==> src/rtl/flash_stream_reader_if.sv <==
// flash_stream_reader_if: Wishbone read-master bundle between the flash stream
// reader (master) and the QSPI flash memory-mapped read port (slave).
interface flash_stream_reader_if;
  logic [31:0] m_wb_adr_o;
  logic        m_wb_cyc_o;
  logic        m_wb_stb_o;
  logic [31:0] m_wb_dat_i;
  logic        m_wb_ack_i;

  modport master (
    output m_wb_adr_o,
    output m_wb_cyc_o,
    output m_wb_stb_o,
    input  m_wb_dat_i,
    input  m_wb_ack_i
  );

  modport slave (
    input  m_wb_adr_o,
    input  m_wb_cyc_o,
    input  m_wb_stb_o,
    output m_wb_dat_i,
    output m_wb_ack_i
  );
endinterface

==> src/rtl/flash_stream_reader.sv <==
// flash_stream_reader: issues strictly sequential 32-bit Wishbone reads from a
// word-aligned flash address and streams the returned words through a small FIFO.
// One read outstanding at a time; the bus is only requested when a FIFO slot is free.
// Optional macro FLASH_STREAM_CHECKSUM_EN adds a 32-bit running sum of pushed words.
module flash_stream_reader #(
  parameter int          FIFO_DEPTH = 4,
  parameter logic [31:0] ADDR_BASE  = 32'h0000_0000
) (
  input  logic                  wb_clk_i,
  input  logic                  resetn,
  input  logic                  cmd_valid,
  output logic                  cmd_ready,
  input  logic [23:0]           cmd_addr,
  input  logic [15:0]           cmd_words,
  input  logic                  abort,
  flash_stream_reader_if.master wb,
  output logic                  out_valid,
  output logic [31:0]           out_data,
  output logic                  out_last,
  input  logic                  out_ready,
  output logic                  busy,
  output logic                  done
`ifdef FLASH_STREAM_CHECKSUM_EN
  ,
  output logic [31:0]           checksum
`endif
);
  localparam int PTR_W = (FIFO_DEPTH > 1) ? $clog2(FIFO_DEPTH) : 1;
  localparam int CNT_W = PTR_W + 1;
  localparam logic [CNT_W-1:0] DEPTH_C = CNT_W'(FIFO_DEPTH);

  typedef enum logic [1:0] {IDLE, REQ, DRAIN} state_t;

  state_t                 state_reg;
  logic                   cyc_reg;
  logic [23:0]            cur_addr_reg;
  logic [15:0]            remaining_reg;
  logic                   done_reg;

  logic [31:0]            fifo_data_reg [FIFO_DEPTH];
  logic [FIFO_DEPTH-1:0]  fifo_last_reg;
  logic [PTR_W-1:0]       wr_ptr_reg;
  logic [PTR_W-1:0]       rd_ptr_reg;
  logic [CNT_W-1:0]       count_reg;

  logic abort_hit;
  logic push;
  logic pop;
  logic room;
  logic drained;

  // Abort only matters while a command is active; an ack in the abort cycle is dropped.
  assign abort_hit = abort && (state_reg != IDLE);
  assign push      = (state_reg == REQ) && cyc_reg && wb.m_wb_ack_i && !abort_hit;
  assign pop       = out_valid && out_ready;
  // A slot counts as free if the head word leaves this very cycle.
  assign room      = (count_reg != DEPTH_C) || pop;
  // Drain finishes when the FIFO is empty after this cycle's pop.
  assign drained   = (count_reg == '0) || ((count_reg == CNT_W'(1)) && pop);

  assign cmd_ready     = (state_reg == IDLE);
  assign busy          = (state_reg != IDLE);
  assign done          = done_reg;
  assign wb.m_wb_adr_o = ADDR_BASE | {8'h00, cur_addr_reg};
  assign wb.m_wb_cyc_o = cyc_reg;
  assign wb.m_wb_stb_o = cyc_reg;
  assign out_valid     = (count_reg != '0);
  assign out_data      = fifo_data_reg[rd_ptr_reg];
  assign out_last      = fifo_last_reg[rd_ptr_reg] && out_valid;

  // FIFO storage: capture each acknowledged word and whether it ends the command.
  always_ff @(posedge wb_clk_i) begin
    if (!resetn) begin
      for (int i = 0; i < FIFO_DEPTH; i++) begin
        fifo_data_reg[i] <= '0;
      end
      fifo_last_reg <= '0;
    end else if (push) begin
      fifo_data_reg[wr_ptr_reg] <= wb.m_wb_dat_i;
      fifo_last_reg[wr_ptr_reg] <= (remaining_reg == 16'd1);
    end
  end

  // FIFO pointers and occupancy; an abort flushes everything in one cycle.
  always_ff @(posedge wb_clk_i) begin
    if (!resetn || abort_hit) begin
      wr_ptr_reg <= '0;
      rd_ptr_reg <= '0;
      count_reg  <= '0;
    end else begin
      if (push) wr_ptr_reg <= wr_ptr_reg + 1'b1;
      if (pop)  rd_ptr_reg <= rd_ptr_reg + 1'b1;
      case ({push, pop})
        2'b10:   count_reg <= count_reg + 1'b1;
        2'b01:   count_reg <= count_reg - 1'b1;
        default: count_reg <= count_reg;
      endcase
    end
  end

  // Command FSM: accept, sequential single reads with a one-cycle gap, drain, done.
  always_ff @(posedge wb_clk_i) begin
    if (!resetn) begin
      state_reg     <= IDLE;
      cyc_reg       <= 1'b0;
      cur_addr_reg  <= '0;
      remaining_reg <= '0;
      done_reg      <= 1'b0;
    end else begin
      done_reg <= 1'b0;
      if (abort_hit) begin
        state_reg <= IDLE;
        cyc_reg   <= 1'b0;
      end else begin
        case (state_reg)
          IDLE: begin
            if (cmd_valid) begin
              cur_addr_reg  <= {cmd_addr[23:2], 2'b00};
              remaining_reg <= cmd_words;
              if (cmd_words == 16'd0) begin
                done_reg <= 1'b1;
              end else begin
                // FIFO is always empty in IDLE, so the first read can start at once.
                state_reg <= REQ;
                cyc_reg   <= 1'b1;
              end
            end
          end
          REQ: begin
            if (cyc_reg) begin
              if (wb.m_wb_ack_i) begin
                cyc_reg       <= 1'b0;
                cur_addr_reg  <= cur_addr_reg + 24'd4;
                remaining_reg <= remaining_reg - 16'd1;
                if (remaining_reg == 16'd1) state_reg <= DRAIN;
              end
            end else if (room) begin
              cyc_reg <= 1'b1;
            end
          end
          DRAIN: begin
            if (drained) begin
              done_reg  <= 1'b1;
              state_reg <= IDLE;
            end
          end
          default: state_reg <= IDLE;
        endcase
      end
    end
  end

`ifdef FLASH_STREAM_CHECKSUM_EN
  logic [31:0] checksum_reg;

  // Running sum of every pushed word, restarted when a command is accepted.
  always_ff @(posedge wb_clk_i) begin
    if (!resetn) begin
      checksum_reg <= '0;
    end else if ((state_reg == IDLE) && cmd_valid) begin
      checksum_reg <= '0;
    end else if (push) begin
      checksum_reg <= checksum_reg + wb.m_wb_dat_i;
    end
  end

  assign checksum = checksum_reg;
`endif
endmodule

==> src/flat_wrapper.sv <==
// flat-port wrapper written by rule: the top's interface ports become plain ports
module flash_stream_reader_flat 
#(
  parameter int          FIFO_DEPTH = 4,
  parameter logic [31:0] ADDR_BASE  = 32'h0000_0000
)
  (wb_clk_i, resetn, cmd_valid, cmd_ready, cmd_addr, cmd_words, abort, out_valid, out_data, out_last, out_ready, busy, done, wb_m_wb_adr_o, wb_m_wb_cyc_o, wb_m_wb_stb_o, wb_m_wb_dat_i, wb_m_wb_ack_i);
  flash_stream_reader_if wb_i ();
  input  logic wb_clk_i;
  input  logic resetn;
  input  logic cmd_valid;
  output logic cmd_ready;
  input  logic [23:0] cmd_addr;
  input  logic [15:0] cmd_words;
  input  logic abort;
  output logic out_valid;
  output logic [31:0] out_data;
  output logic out_last;
  input  logic out_ready;
  output logic busy;
  output logic done;
  output wire logic [$bits(wb_i.m_wb_adr_o)-1:0] wb_m_wb_adr_o;
  output wire logic [$bits(wb_i.m_wb_cyc_o)-1:0] wb_m_wb_cyc_o;
  output wire logic [$bits(wb_i.m_wb_stb_o)-1:0] wb_m_wb_stb_o;
  input wire logic [$bits(wb_i.m_wb_dat_i)-1:0] wb_m_wb_dat_i;
  input wire logic [$bits(wb_i.m_wb_ack_i)-1:0] wb_m_wb_ack_i;
  assign wb_m_wb_adr_o = wb_i.m_wb_adr_o;
  assign wb_m_wb_cyc_o = wb_i.m_wb_cyc_o;
  assign wb_m_wb_stb_o = wb_i.m_wb_stb_o;
  assign wb_i.m_wb_dat_i = wb_m_wb_dat_i;
  assign wb_i.m_wb_ack_i = wb_m_wb_ack_i;
  flash_stream_reader #(.FIFO_DEPTH(FIFO_DEPTH), .ADDR_BASE(ADDR_BASE)) u_core (.wb_clk_i(wb_clk_i), .resetn(resetn), .cmd_valid(cmd_valid), .cmd_ready(cmd_ready), .cmd_addr(cmd_addr), .cmd_words(cmd_words), .abort(abort), .wb(wb_i), .out_valid(out_valid), .out_data(out_data), .out_last(out_last), .out_ready(out_ready), .busy(busy), .done(done));
endmodule
==> config.mk <==
export PLATFORM = sky130hd
export DESIGN_NAME = flash_stream_reader_flat
export DESIGN_NICKNAME = d
export VERILOG_FILES = /design/src/rtl/flash_stream_reader_if.sv /design/src/rtl/flash_stream_reader.sv /design/src/flat_wrapper.sv
export SDC_FILE = /design/constraint.sdc
export NUM_CORES = 1
export LEC_CHECK = 0
export ABC_AREA = 0
export BUFFER_PORTS_ARGS = -buffer_cell sky130_fd_sc_hd__buf_4
export CORE_ASPECT_RATIO = 1.4
export CORE_MARGIN = 4
export CORE_UTILIZATION = 30
export CTS_CLUSTER_SIZE = 10
export DETAILED_ROUTE_END_ITERATION = 8
export SLEW_MARGIN = 5
export SYNTH_ARGS = -nofsm -noshare
export SYNTH_HDL_FRONTEND = slang
export SYNTH_SLANG_ARGS = --single-unit
==> constraint.sdc <==
create_clock -name wb_clk_i -period 5.5 [get_ports wb_clk_i]
set_input_delay 0.55 -clock wb_clk_i [delete_from_list [all_inputs] [get_ports wb_clk_i]]
set_output_delay 0.55 -clock wb_clk_i [all_outputs]
set_load 0.01 [all_outputs]
# Word level (Yosys, flattened, before mapping)
# Memories as Yosys holds them, arrays and structs flattened. A register that Yosys moved wholly into a read port is not among the register bits.
# Cells that the tools add are included.
totals:
  output_inout_bits: 71
  latchBits: 0
  rom_bits: 0
  mem_bits_rw: 128
  regBits: 55
  memories: 1
  inputBits: 78
classes:
  n_reduce_logical: 25
  addsub: 6
  bitwise: 2
  n_lt_le_gt_ge: 3
  n_mux: 40
  div: 0
  n_eq_ne: 13
  shift: 0
  n_mul: 0
memory_table:
  columns: ["name", "depth", "width", "rd", "rd_clocked_by_memory_dff", "write_ports", "line_no", "rtl"]
  rows:
  - ["u_core.fifo_data_reg", 4, 32, 1, 1, 4, "flash_stream_reader.sv:40", "logic [31:0] fifo_data_reg [FIFO_DEPTH];"]
op_table:
  columns: ["op", "n"]
  rows:
  - ["$mux W24", 3]
  - ["$mux W16", 3]
  - ["$pmux W24 S2", 1]
  - ["$mux W32", 1]
  - ["$pmux W16 S2", 1]
  - ["$reduce_or A32 Y1", 1]
  - ["$add A24 B3 Y24 const B", 1]
  - ["$mux W2", 9]
  - ["$eq A16 B1 Y1 const B", 1]
  - ["$logic_not A16 Y1", 1]
  - ["$sub A16 B1 Y16 const B", 1]
  - ["$mux W1", 15]
  - ["$logic_and A1 B1 Y1", 8]
  - ["$ne A2 B2 Y1 const B", 4]
  - ["$lt A2 B3 Y1 const B", 2]
  - ["$pmux W2 S3", 1]
  - ["$pmux W3 S2", 1]
  - ["$reduce_and A6 Y1", 1]
  - ["$reduce_bool A2 Y1", 3]
  - ["$reduce_and A5 Y1", 1]
  - ["$add A2 B1 Y2 const B", 2]
  - ["$bwmux W4", 1]
  - ["$eq A2 B1 Y1 const B", 2]
  - ["$eq A2 B2 Y1 const B", 2]
  - ["17 further kinds", 23]

# Longest topological paths before layout
# Gate-level depths: netlist of the first run.
depth:
  depth_word: 9
  ltp_mapped: 9
  mapped_depth_nobuf: 9

# Worst setup path before layout of the first run
# No wires, ideal clock.
synth_path:
  kind: "in2reg"
  startpoint: "in wb_m_wb_ack_i"
  endpoint: "mem u_core.fifo_data_reg[3][0], enable pin"
  slack_ns: 1.536
  arrival_time_ns: 3.494
  path_buffers: 0
  cell_stages: 4
  cell_sequence: "nand2_1 > nor3_4 > inv_1 > o31ai_1"
synth_rtl:
  columns: ["element", "line_no", "rtl"]
  rows:
  - ["from (decl)", "flat_wrapper.sv:26", "input wire logic [$bits(wb_i.m_wb_ack_i)-1:0] wb_m_wb_ack_i;"]
  - ["to (decl)", "flash_stream_reader.sv:40", null]

==> results of run 1 <==
## power breakdown
group / total, mW / switching [mW] / internal [mW]
sequential: 1.59 / 0.0563 / 1.54
combinational: 0.472 / 0.260 / 0.212
clock: 1.29 / 0.556 / 0.734
## Yosys cell counts (3+ instances only)
master	number	share of area
a211oi_1	6	0.0050
a21o_1	4	0.0034
a21oi_1	38	0.021
a22o_1	3	0.0029
a311oi_1	4	0.0039
a31oi_1	5	0.0035
a32o_1	5	0.0056
a32oi_1	3	0.0029
and2_1	105	0.074
and3_1	41	0.029
buf_2	24	0.013
buf_4	11	0.0092
clkbuf_1	25	0.011
dfxtp_1	55	0.12
edfxtp_1	128	0.43
ha_1	12	0.017
inv_1	12	0.0050
mux4_2	33	0.083
nand2_1	47	0.020
nand2b_1	5	0.0035
nand3_1	15	0.0084
nand3b_1	4	0.0034
nand4_1	11	0.0077
nor2_1	42	0.018
nor3_1	8	0.0045
nor3_2	5	0.0056
nor3b_1	3	0.0025
nor4_1	8	0.0056
o211ai_1	6	0.0050
o21ai_0	31	0.017
o22ai_1	3	0.0021
o31ai_1	3	0.0025
or3_1	5	0.0035
xnor2_1	3	0.0029
xor2_1	3	0.0029
## through the flow
stage	instance area [µm²]	worst slack, ns	power [mW]	hold slack [ns]
2_1_floorplan	8970	1.54	1.91	0.433
5_1_grt	10900	1.90	3.50	0.379
4_1_cts	10900	2.13	3.39	0.375
3_3_place_gp	10300	2.11	2.10	0.444
3_5_place_dp	10300	2.16	2.10	0.452
6_report	10900	2.18	3.36	0.398
## cells by family (layout without fill, tap and decap cells)
| kind of cell | count (synthesis) | after routing | share of synthesized area |
|---|---|---|---|
| AO/OA/AOI/OAI | 129 | 129 | 0.0923 |
| flip-flops | 183 | 183 | 0.554 |
| buffers and inverters | 75 | 190 | 0.0403 |
| adder cells (fa/ha/maj) | 12 | 12 | 0.0168 |
| XOR/XNOR | 6 | 6 | 0.00588 |
| other | 1 | 10 | 0.000420 |
| multiplexers | 35 | 35 | 0.0854 |
| AND/OR/NAND/NOR | 317 | 317 | 0.205 |
## final cells by class
class                      instances  share of cell area
inverter                          12             0.00414
tap                              380              0.0437
clock inverter                    13              0.0167
sequential                       183               0.454
clock buffer                      19              0.0398
timing repair buffer             146               0.101
multi-input combinational        509               0.341
## final timing paths
kind                                         from                                         to  slack (ns)
min                                   cmd_addr[3]        u_core.cur_addr_reg[3]$_SDFFE_PN0P_        0.40
max              u_core.state_reg[0]$_SDFFE_PP0P_  u_core.fifo_data_reg[1][30]$_SDFFCE_PN0P_        2.18
max reg2reg      u_core.state_reg[0]$_SDFFE_PP0P_  u_core.fifo_data_reg[1][30]$_SDFFCE_PN0P_        2.18
min reg2reg  u_core.fifo_last_reg[0]$_SDFFE_PN0P_       u_core.fifo_last_reg[0]$_SDFFE_PN0P_        0.46
## worst reg2reg max path, cell delays in order (launching register included)
cell,delay [ns]
dfxtp_1,0.60
nand2b_4,0.45
nor3_4,0.32
nand2_2,0.19
nor3_4,0.15
buf_4,0.34
nand2b_2,0.88
## cells in the final DEF (no fill, tap or decap), types with 4 or more instances in the layout
cell type,instances
a211oi_1,6
a21o_1,4
a21oi_1,38
a311oi_1,4
a31oi_1,5
a32o_1,5
and2_1,105
and3_1,41
buf_4,146
clkbuf_16,17
conb_1,10
dfxtp_1,53
edfxtp_1,128
ha_1,12
inv_1,12
inv_6,7
mux4_2,33
nand2_1,47
nand3_1,15
nand3b_1,4
nand4_1,11
nor2_1,42
nor3_1,8
nor3_4,5
nor4_1,8
o211ai_1,6
o21ai_0,31
or3_1,5
## routing by layer
metal	wire (µm)	vias up	global-route usage
li1	-	3018	-
met3	1200	25	0.0336
met4	366	2	0.0393
met2	11800	155	0.246
met1	9430	3087	0.168
met5	7	-	0
==> impl_metrics.json, run 1 <==
{
  "status": "finished clean",
  "vias_per_cell": 4.98,
  "largest_register_ffs": 128,
  "rsz0062_at_grt": "false",
  "path_clk_slew_ns": 0.07,
  "totalWireLength_mm": 22.8,
  "setup_violations": 0,
  "multi_input_area_um2": 3710,
  "reg2regPathDepth": 6,
  "numCtsBuffers": 17,
  "n_antenna_cell": 0,
  "dieArea_um2": 32600,
  "cp_common_cell": "nor3_4",
  "fin_cells": 1262,
  "dp_hpwl_mm": 14.4,
  "maxSlewHeadroom": 0.349,
  "cp.required_ns": 5.54,
  "ir_worst_vdd_mv": 0.191,
  "gp_congestion": 0.786,
  "leakage_nw": 4.20,
  "port-buffer-count": 136,
  "final_nets": 959,
  "cpPeakStageDelay_ns": 0.85,
  "dp_cells": 1230,
  "regArea_um2": 4950,
  "clk_latency_ns": 0.42,
  "syn_area_per_cell_um2": 11.8,
  "cts-resized-gates": 0,
  "cp_cell_sequence": "nand2b_4, nor3_4, nand2_2, nor3_4, buf_4, nand2b_2",
  "cts_buffer_depth": 2,
  "die_w_um": 154,
  "hold_buffers": 0,
  "critPathCaptureType": "flop",
  "worstSetupPathType": "reg -> reg",
  "slowest_stage": "nand2b_2",
  "hp-class": "in -> reg",
  "drt-pass1-iter-count": 4,
  "finClkSkew_ns": 0.00913,
  "cts_setup_buffers": 0,
  "fp.coreArea_um2": 29300,
  "cts-root-buf": "clkbuf_16",
  "cts-htree-levels": 4,
  "hold_path_depth": 3,
  "grt_start_max_net_pins": 66,
  "cp.arrival_ns": 3.36,
  "synthArstFlopShare": 0,
  "cts_sinks": 183,
  "syn_area_um2": 8930,
  "max_freq_mhz": 301,
  "drc": 0,
  "grt_pass1_wl_mm": 35.7,
  "period_minus_slack_ns": 3.32,
  "ios": 149,
  "start_util": 0.305,
  "grt_pass1_vias": 6467,
  "min_period_over_period": 0.604,
  "critPathTopFamily": "simple AND/OR/NAND/NOR gates",
  "crit_buf_inv": 1,
  "ys_seq_area_frac": 0.554,
  "synth_cell_types": 66,
  "ant_nets": 0,
  "placement_rows": 74,
  "postSynthCellCount": 758,
  "grt_overflow_total": 0,
  "wl_per_cell_um": 18.1,
  "layout-drive-gt1-share": 0.264,
  "hold_viol": 0,
  "nFillCells": 2906,
  "areaGrowthSynthToFinish_pct": 21.9,
  "track_usage": 0.139,
  "cts_tree": "done",
  "power_density_nw_per_um2": 308,
  "antenna_found_initial": 1,
  "drv_cap": 0,
  "timing.setup.tns_ns": 0,
  "crit_path_start_kind": "flop",
  "tightest_slew_ns": 0.976,
  "utilization": 0.372,
  "vias": 6287,
  "synth_edf_count": 128,
  "cp.depth": 6,
  "drtIter0Drc": 357,
  "drv_slew": 0,
  "ys_warn_count": 0,
  "worstPathMaxFanout": 65,
  "synth_ff_type": "edfxtp_1",
  "ys_ff_latch": 183,
  "fp.dieH_um": 212
}
No activity file was read; power rests on OpenSTA's default activity.
==> inputs of run 2 (changes only) <==
- clock period: 5.5 -> 3.42 ns (I/O delays scaled with it)
==> run 2 against run 1 <==
Net effect:
- final cell count grew 0.48%
- die area is the same
- critical path type unchanged
- largest power group unchanged
- sequential power grew 61%
- critical endpoint is now u_core.fifo_data_reg[3][15]$_DFFE_PP_
- maximum frequency grew 30%
==> impl_metrics.json, run 2 (same netlist as run 1, synthesis figures left out) <==
{
  "grt_start_max_net_pins": 65,
  "fp.coreArea_um2": 29300,
  "final_area_um2": 10900,
  "place_area_um2": 10300,
  "grt_overflow_total": 0,
  "track_usage": 0.142,
  "fp.dieH_um": 212,
  "cts-resized-gates": 0,
  "clk_latency_ns": 0.44,
  "timing.rr.start": "u_core.state_reg[0]$_SDFFE_PP0P_",
  "maxSlewHeadroom": 0.386,
  "drtIter0Drc": 295,
  "cts-root-buf": "clkbuf_16",
  "start_util": 0.305,
  "worstPathMaxFanout": 45,
  "crit_path_start_kind": "flop",
  "gp_congestion": 0.738,
  "port-buffer-count": 136,
  "totalWireLength_mm": 23.4,
  "crit_start": "u_core.state_reg[0]$_SDFFE_PP0P_",
  "cp.arrival_ns": 2.62,
  "antenna_found_initial": 2,
  "placement_rows": 74,
  "critPathTopFamily": "buffers and inverters",
  "nFillCells": 2917,
  "holdWs_ns": 0.167,
  "min_from": "cmd_addr[6]",
  "layout_common_cells": "buf_4 (150), edfxtp_1 (128), and2_1 (105)",
  "hold_viol": 0,
  "layout-drive-gt1-share": 0.267,
  "status": "finished clean",
  "drt-pass1-iter-count": 4,
  "min_period_over_period": 0.747,
  "hp-class": "in -> reg",
  "cts_buffer_depth": 2,
  "max_freq_mhz": 391,
  "drv_cap": 0,
  "cp.required_ns": 3.49,
  "leakage_nw": 4.21,
  "dp_hpwl_mm": 15.0,
  "grt_pass1_wl_mm": 36.0,
  "cts_setup_buffers": 0,
  "total_power_mw": 5.31,
  "drv_slew": 0,
  "ios": 149,
  "hold_buffers": 0,
  "cts_sinks": 183,
  "tightest_slew_ns": 0.921,
  "regArea_um2": 4950,
  "ir_worst_vdd_mv": 0.322,
  "multi_input_area_um2": 3700,
  "power_density_nw_per_um2": 487,
  "final_nets": 964,
  "cts_tree": "done",
  "numCtsBuffers": 17,
  "period_minus_slack_ns": 2.55,
  "ant_nets": 0,
  "vias_per_cell": 5.06,
  "areaGrowthSynthToFinish_pct": 22.0,
  "die_w_um": 154,
  "worstSetupPathType": "reg -> reg",
  "vias": 6418,
  "cts-htree-levels": 4,
  "setup_violations": 0,
  "grt_pass1_vias": 6398,
  "critPathCaptureType": "flop",
  "rsz0062_at_grt": "false",
  "finClkSkew_ns": 0.0120,
  "crit_buf_inv": 3,
  "slowest_stage": "dfxtp_1",
  "largest_register_ffs": 128,
  "wl_per_cell_um": 18.4,
  "timing.setup.tns_ns": 0,
  "path_clk_slew_ns": 0.08,
  "cpPeakStageDelay_ns": 0.59,
  "cp_common_cell": "buf_4",
  "dieArea_um2": 32600,
  "drc": 0,
  "cp_cell_sequence": "nand2b_4, nor3_4, buf_4, inv_1, o31ai_4, buf_4",
  "final_common_cell": "buf_4"
}
[run 2: changes by cell type in the layout (fill, tap and decap cells not counted), sizes merged]
cell      change
clkinvlp      +1
bufinv        -1
buf           +5
inv           -5
clkinv        +5
diode         +1
[run 2: tightest hold or removal path: stages]
cell and delay (ns):
buf_4 0.11, nand2_1 0.04, a311oi_1 0.07
[run 2: final timing paths]
| check | end | slack [ns] | cells past startpoint |
|---|---|---|---|
| setup / recovery | u_core.fifo_data_reg[3][15]$_DFFE_PP_ | 0.87 | 6 |
| hold / removal | u_core.cur_addr_reg[6]$_SDFFE_PN0P_ | 0.17 | 3 |
| setup reg to reg | u_core.fifo_data_reg[3][15]$_DFFE_PP_ | 0.87 | 6 |
| hold reg to reg | u_core.fifo_last_reg[1]$_SDFFE_PN0P_ | 0.46 | 2 |
[run 2: final cells by class]
class	instances	area share
timing repair buffer	151	0.105
multi-input combinational	509	0.340
clock inverter	13	0.0133
antenna	1	0.000230
clock buffer	19	0.0397
sequential	183	0.454
inverter	12	0.00413
tap	380	0.0436
[run 2: per-layer routing]
layer | vias up | share of wire | GRT usage
met5 | - | 0.00064 | 0
met4 | 2 | 0.015 | 0.0402
met3 | 23 | 0.067 | 0.0344
met2 | 201 | 0.52 | 0.253
met1 | 3159 | 0.40 | 0.170
li1 | 3033 | - | -
[run 2: report_power, final]
group	leakage, nW	internal, mW	switching [mW]
combinational	2.16	0.347	0.424
clock	0.278	1.09	0.887
sequential	1.77	2.47	0.0894
total	4.21	3.91	1.40
[run 2: through the flow]
stage,worst slack [ns],std cells,utilization
2_1_floorplan,0.504,767,-
3_3_place_gp,0.847,1235,0.353
3_5_place_dp,0.848,1235,0.353
4_1_cts,0.812,1267,0.372
5_1_grt,0.713,1268,0.373
6_report,0.865,1268,0.373
==> inputs of run 3 (changes only) <==
- ABC_AREA: 0 -> 1
- clock period: 3.42 -> 2.5 ns (I/O delays scaled with it)
==> run 3 against run 2 <==
Net effect:
- wire length rose by 5.7%
- sequential power grew 59%
- non-clock buffer count grew 3
- first-iteration DRC count increased by 32%
- sequential cell count stayed put
- clock power is 39% higher
- via count up 20%
- global-route usage grew 0.99 points
==> impl_metrics.json, run 3 <==
{
  "dieArea_um2": 32900,
  "grt_start_max_net_pins": 65,
  "port-buffer-count": 136,
  "fp.coreArea_um2": 29400,
  "hold_buffers": 0,
  "n_antenna_cell": 0,
  "rr_endpoint": "u_core.count_reg[2]$_SDFFE_PP0P_",
  "gp_congestion": 0.859,
  "synth_common_cells": "nor2_1 (285), nand2_1 (165), edfxtp_1 (128), o21ai_0 (110), inv_1 (92)",
  "max_freq_mhz": 512,
  "comb_power_share": 0.333,
  "drt-pass1-iter-count": 5,
  "antenna_found_initial": 0,
  "status": "finished clean",
  "cp.required_ns": 2.25,
  "syn_area_um2": 9020,
  "period_minus_slack_ns": 1.95,
  "dp_hpwl_mm": 15.8,
  "cp.arrival_ns": 1.70,
  "cts-root-buf": "clkbuf_16",
  "critPathCaptureType": "output port",
  "cts_sinks": 183,
  "ios": 149,
  "grt_pass1_vias": 7784,
  "met3_length_mm": 1.44,
  "slowest_stage": "buf_4",
  "rrSetupSlack_ns": 0.56,
  "met2_length_mm": 12.6,
  "worstPathMaxFanout": 32,
  "yosysTopAreaCell": "edfxtp_1",
  "postSynthCellCount": 1085,
  "clk_latency_ns": 0.44,
  "leakage_nw": 4.58,
  "cts_buffer_depth": 2,
  "min_to": "u_core.cur_addr_reg[3]$_SDFFE_PN0P_",
  "grt_overflow_total": 0,
  "vias_per_cell": 4.83,
  "synth_cell_types": 34,
  "fp.dieH_um": 213,
  "hold_viol": 0,
  "reg2regPathDepth": 10,
  "drv_cap": 0,
  "largest_register_ffs": 128,
  "wl_per_cell_um": 15.5,
  "cts-resized-gates": 0,
  "rsz0062_at_grt": "false",
  "areaGrowthSynthToFinish_pct": 22.2,
  "ys_warn_count": 0,
  "cts_setup_buffers": 0,
  "cts_tree": "done",
  "ys_top_cells_by_area": "edfxtp_1 (43%), dfxtp_1 (12%), nor2_1 (12%), nand2_1 (6.9%), o21ai_0 (6.1%)",
  "ir_worst_vdd_mv": 0.424,
  "placement_rows": 74,
  "worstSetupPathType": "reg -> out",
  "p_switching_mw": 3.71,
  "numCtsBuffers": 17,
  "swShare": 0.364,
  "path_clk_slew_ns": 0.07,
  "hp-class": "in -> reg",
  "cp_cell_sequence": "buf_4, o21ai_0, o22ai_1, buf_4",
  "synth_ff_type": "edfxtp_1",
  "min_from": "cmd_addr[3]",
  "setup_violations": 0,
  "final_area_um2": 11000,
  "grt_pass1_wl_mm": 39.5,
  "p_int_mw": 6.49,
  "ant_nets": 0,
  "layout_common_cells": "nor2_1 (285), nand2_1 (165), buf_4 (148)",
  "drtIter0Drc": 388,
  "die_w_um": 155,
  "syn_area_per_cell_um2": 8.31,
  "final_nets": 1294,
  "wl_met1_mm": 9.98,
  "track_usage": 0.151,
  "finClkSkew_ns": 0.0112,
  "synth.top_cell.area_share": 0.426,
  "start_util": 0.306,
  "dr.max_layer_used": "met4",
  "min_period_over_period": 0.781,
  "final_common_cell": "nor2_1",
  "power_frac_clock": 0.267,
  "layout-drive-gt1-share": 0.159,
  "cpPeakStageDelay_ns": 0.35,
  "hold_path_depth": 3,
  "tightest_slew_ns": 0.577,
  "power_density_nw_per_um2": 926,
  "drv_slew": 0,
  "timing.rr.start": "u_core.count_reg[0]$_SDFFE_PP0P_",
  "synth.most_common_cell": "nor2_1",
  "pwr-share-seq": 0.399,
  "synth_edf_count": 128,
  "place_area_um2": 10400,
  "cts-htree-levels": 4,
  "vias": 7712,
  "ys_ff_latch": 183,
  "totalWireLength_mm": 24.7,
  "maxSlewHeadroom": 0.614,
  "synthArstFlopShare": 0,
  "timing.setup.tns_ns": 0,
  "cp_common_cell": "buf_4",
  "drc": 0,
  "utilization": 0.374,
  "ys_seq_area_frac": 0.548,
  "crit_path_start_kind": "flop",
  "holdWs_ns": 0.0731
}
run 3: changes by cell type in the layout (fill, tap and decap cells not counted), moves of 16 or more:
cell	delta
and3_1	-40
o21ai_0	+79
a21oi_1	+16
nand2_1	+118
and2_1	-105
inv_1	+80
nor2_1	+243
nand3_1	+27
o22ai_1	+33
mux4_2	-33
run 3: per-stage QoR:
stage | cells | power (mW) | worst slack (ns)
after global routing | 1596 | 10.9 | 0.377
final | 1596 | 10.2 | 0.547
after detailed placement | 1565 | 7.55 | 0.578
after CTS | 1596 | 10.3 | 0.472
after floorplan | 1094 | 6.30 | 0.148
after global placement | 1565 | 7.52 | 0.599
run 3: cells by family after synthesis:
| group | after synthesis | synth area share |
|---|---|---|
| AO/OA/AOI/OAI | 212 | 0.126 |
| XOR/XNOR | 2 | 0.00194 |
| adder cells (fa/ha/maj) | 12 | 0.0167 |
| AND/OR/NAND/NOR | 516 | 0.229 |
| buffers and inverters | 159 | 0.0777 |
| flip-flops | 183 | 0.548 |
| other | 1 | 0.000416 |
run 3: final cells by class:
cell class / instances / area [µm²]
Clock inverter: 13 / 154
Fill cell: 2978 / 18400
Tap cell: 380 / 475
Multi-Input combinational cell: 752 / 3420
Sequential cell: 183 / 4950
Inverter: 96 / 362
Clock buffer: 18 / 429
Timing Repair Buffer: 154 / 1230
run 3: worst max path at each step:
| stage | startpoint | end | slack [ns] | depth (start not counted) |
|---|---|---|---|---|
| 3_5_place_dp | u_core.count_reg[0]$_SDFFE_PP0P_ | u_core.count_reg[2]$_SDFFE_PP0P_ | 0.58 | 10 |
| 2_1_floorplan | u_core.state_reg[1]$_SDFFE_PP0P_ | u_core.fifo_data_reg[0][0]$_SDFFCE_PN0P_ | 0.15 | 10 |
| 6_report | flop | out_data[26] | 0.55 | 4 |
| 4_1_cts | flop | out_data[28] | 0.47 | 4 |
| 5_1_grt | u_core.count_reg[0]$_SDFFE_PP0P_ | u_core.count_reg[2]$_SDFFE_PP0P_ | 0.38 | 10 |
| 3_3_place_gp | u_core.count_reg[0]$_SDFFE_PP0P_ | u_core.count_reg[2]$_SDFFE_PP0P_ | 0.60 | 10 |
run 3: worst max-delay path, delay by kind of cell, from the launching register on:
family                 cells  cell delay, ns
AO/OA/AOI/OAI              2            0.39
flip-flops                 1            0.33
buffers and inverters      2            0.52
run 3: power by group through the flow:
stage                     Sequential, mW  Combinational, mW  Clock [mW]
after floorplan                     4.07               2.23           0
after global placement              4.12               3.40           0
after detailed placement            4.13               3.42           0
after CTS                           4.06               3.44        2.80
after global routing                4.13               3.87        2.93
final                               4.07               3.40        2.73
run 3: metal layers:
layer	GRT usage	vias to the layer above
li1	-	3816
met1	0.172	3564
met2	0.274	279
met3	0.0304	53
met4	0.0689	0
met5	0	-
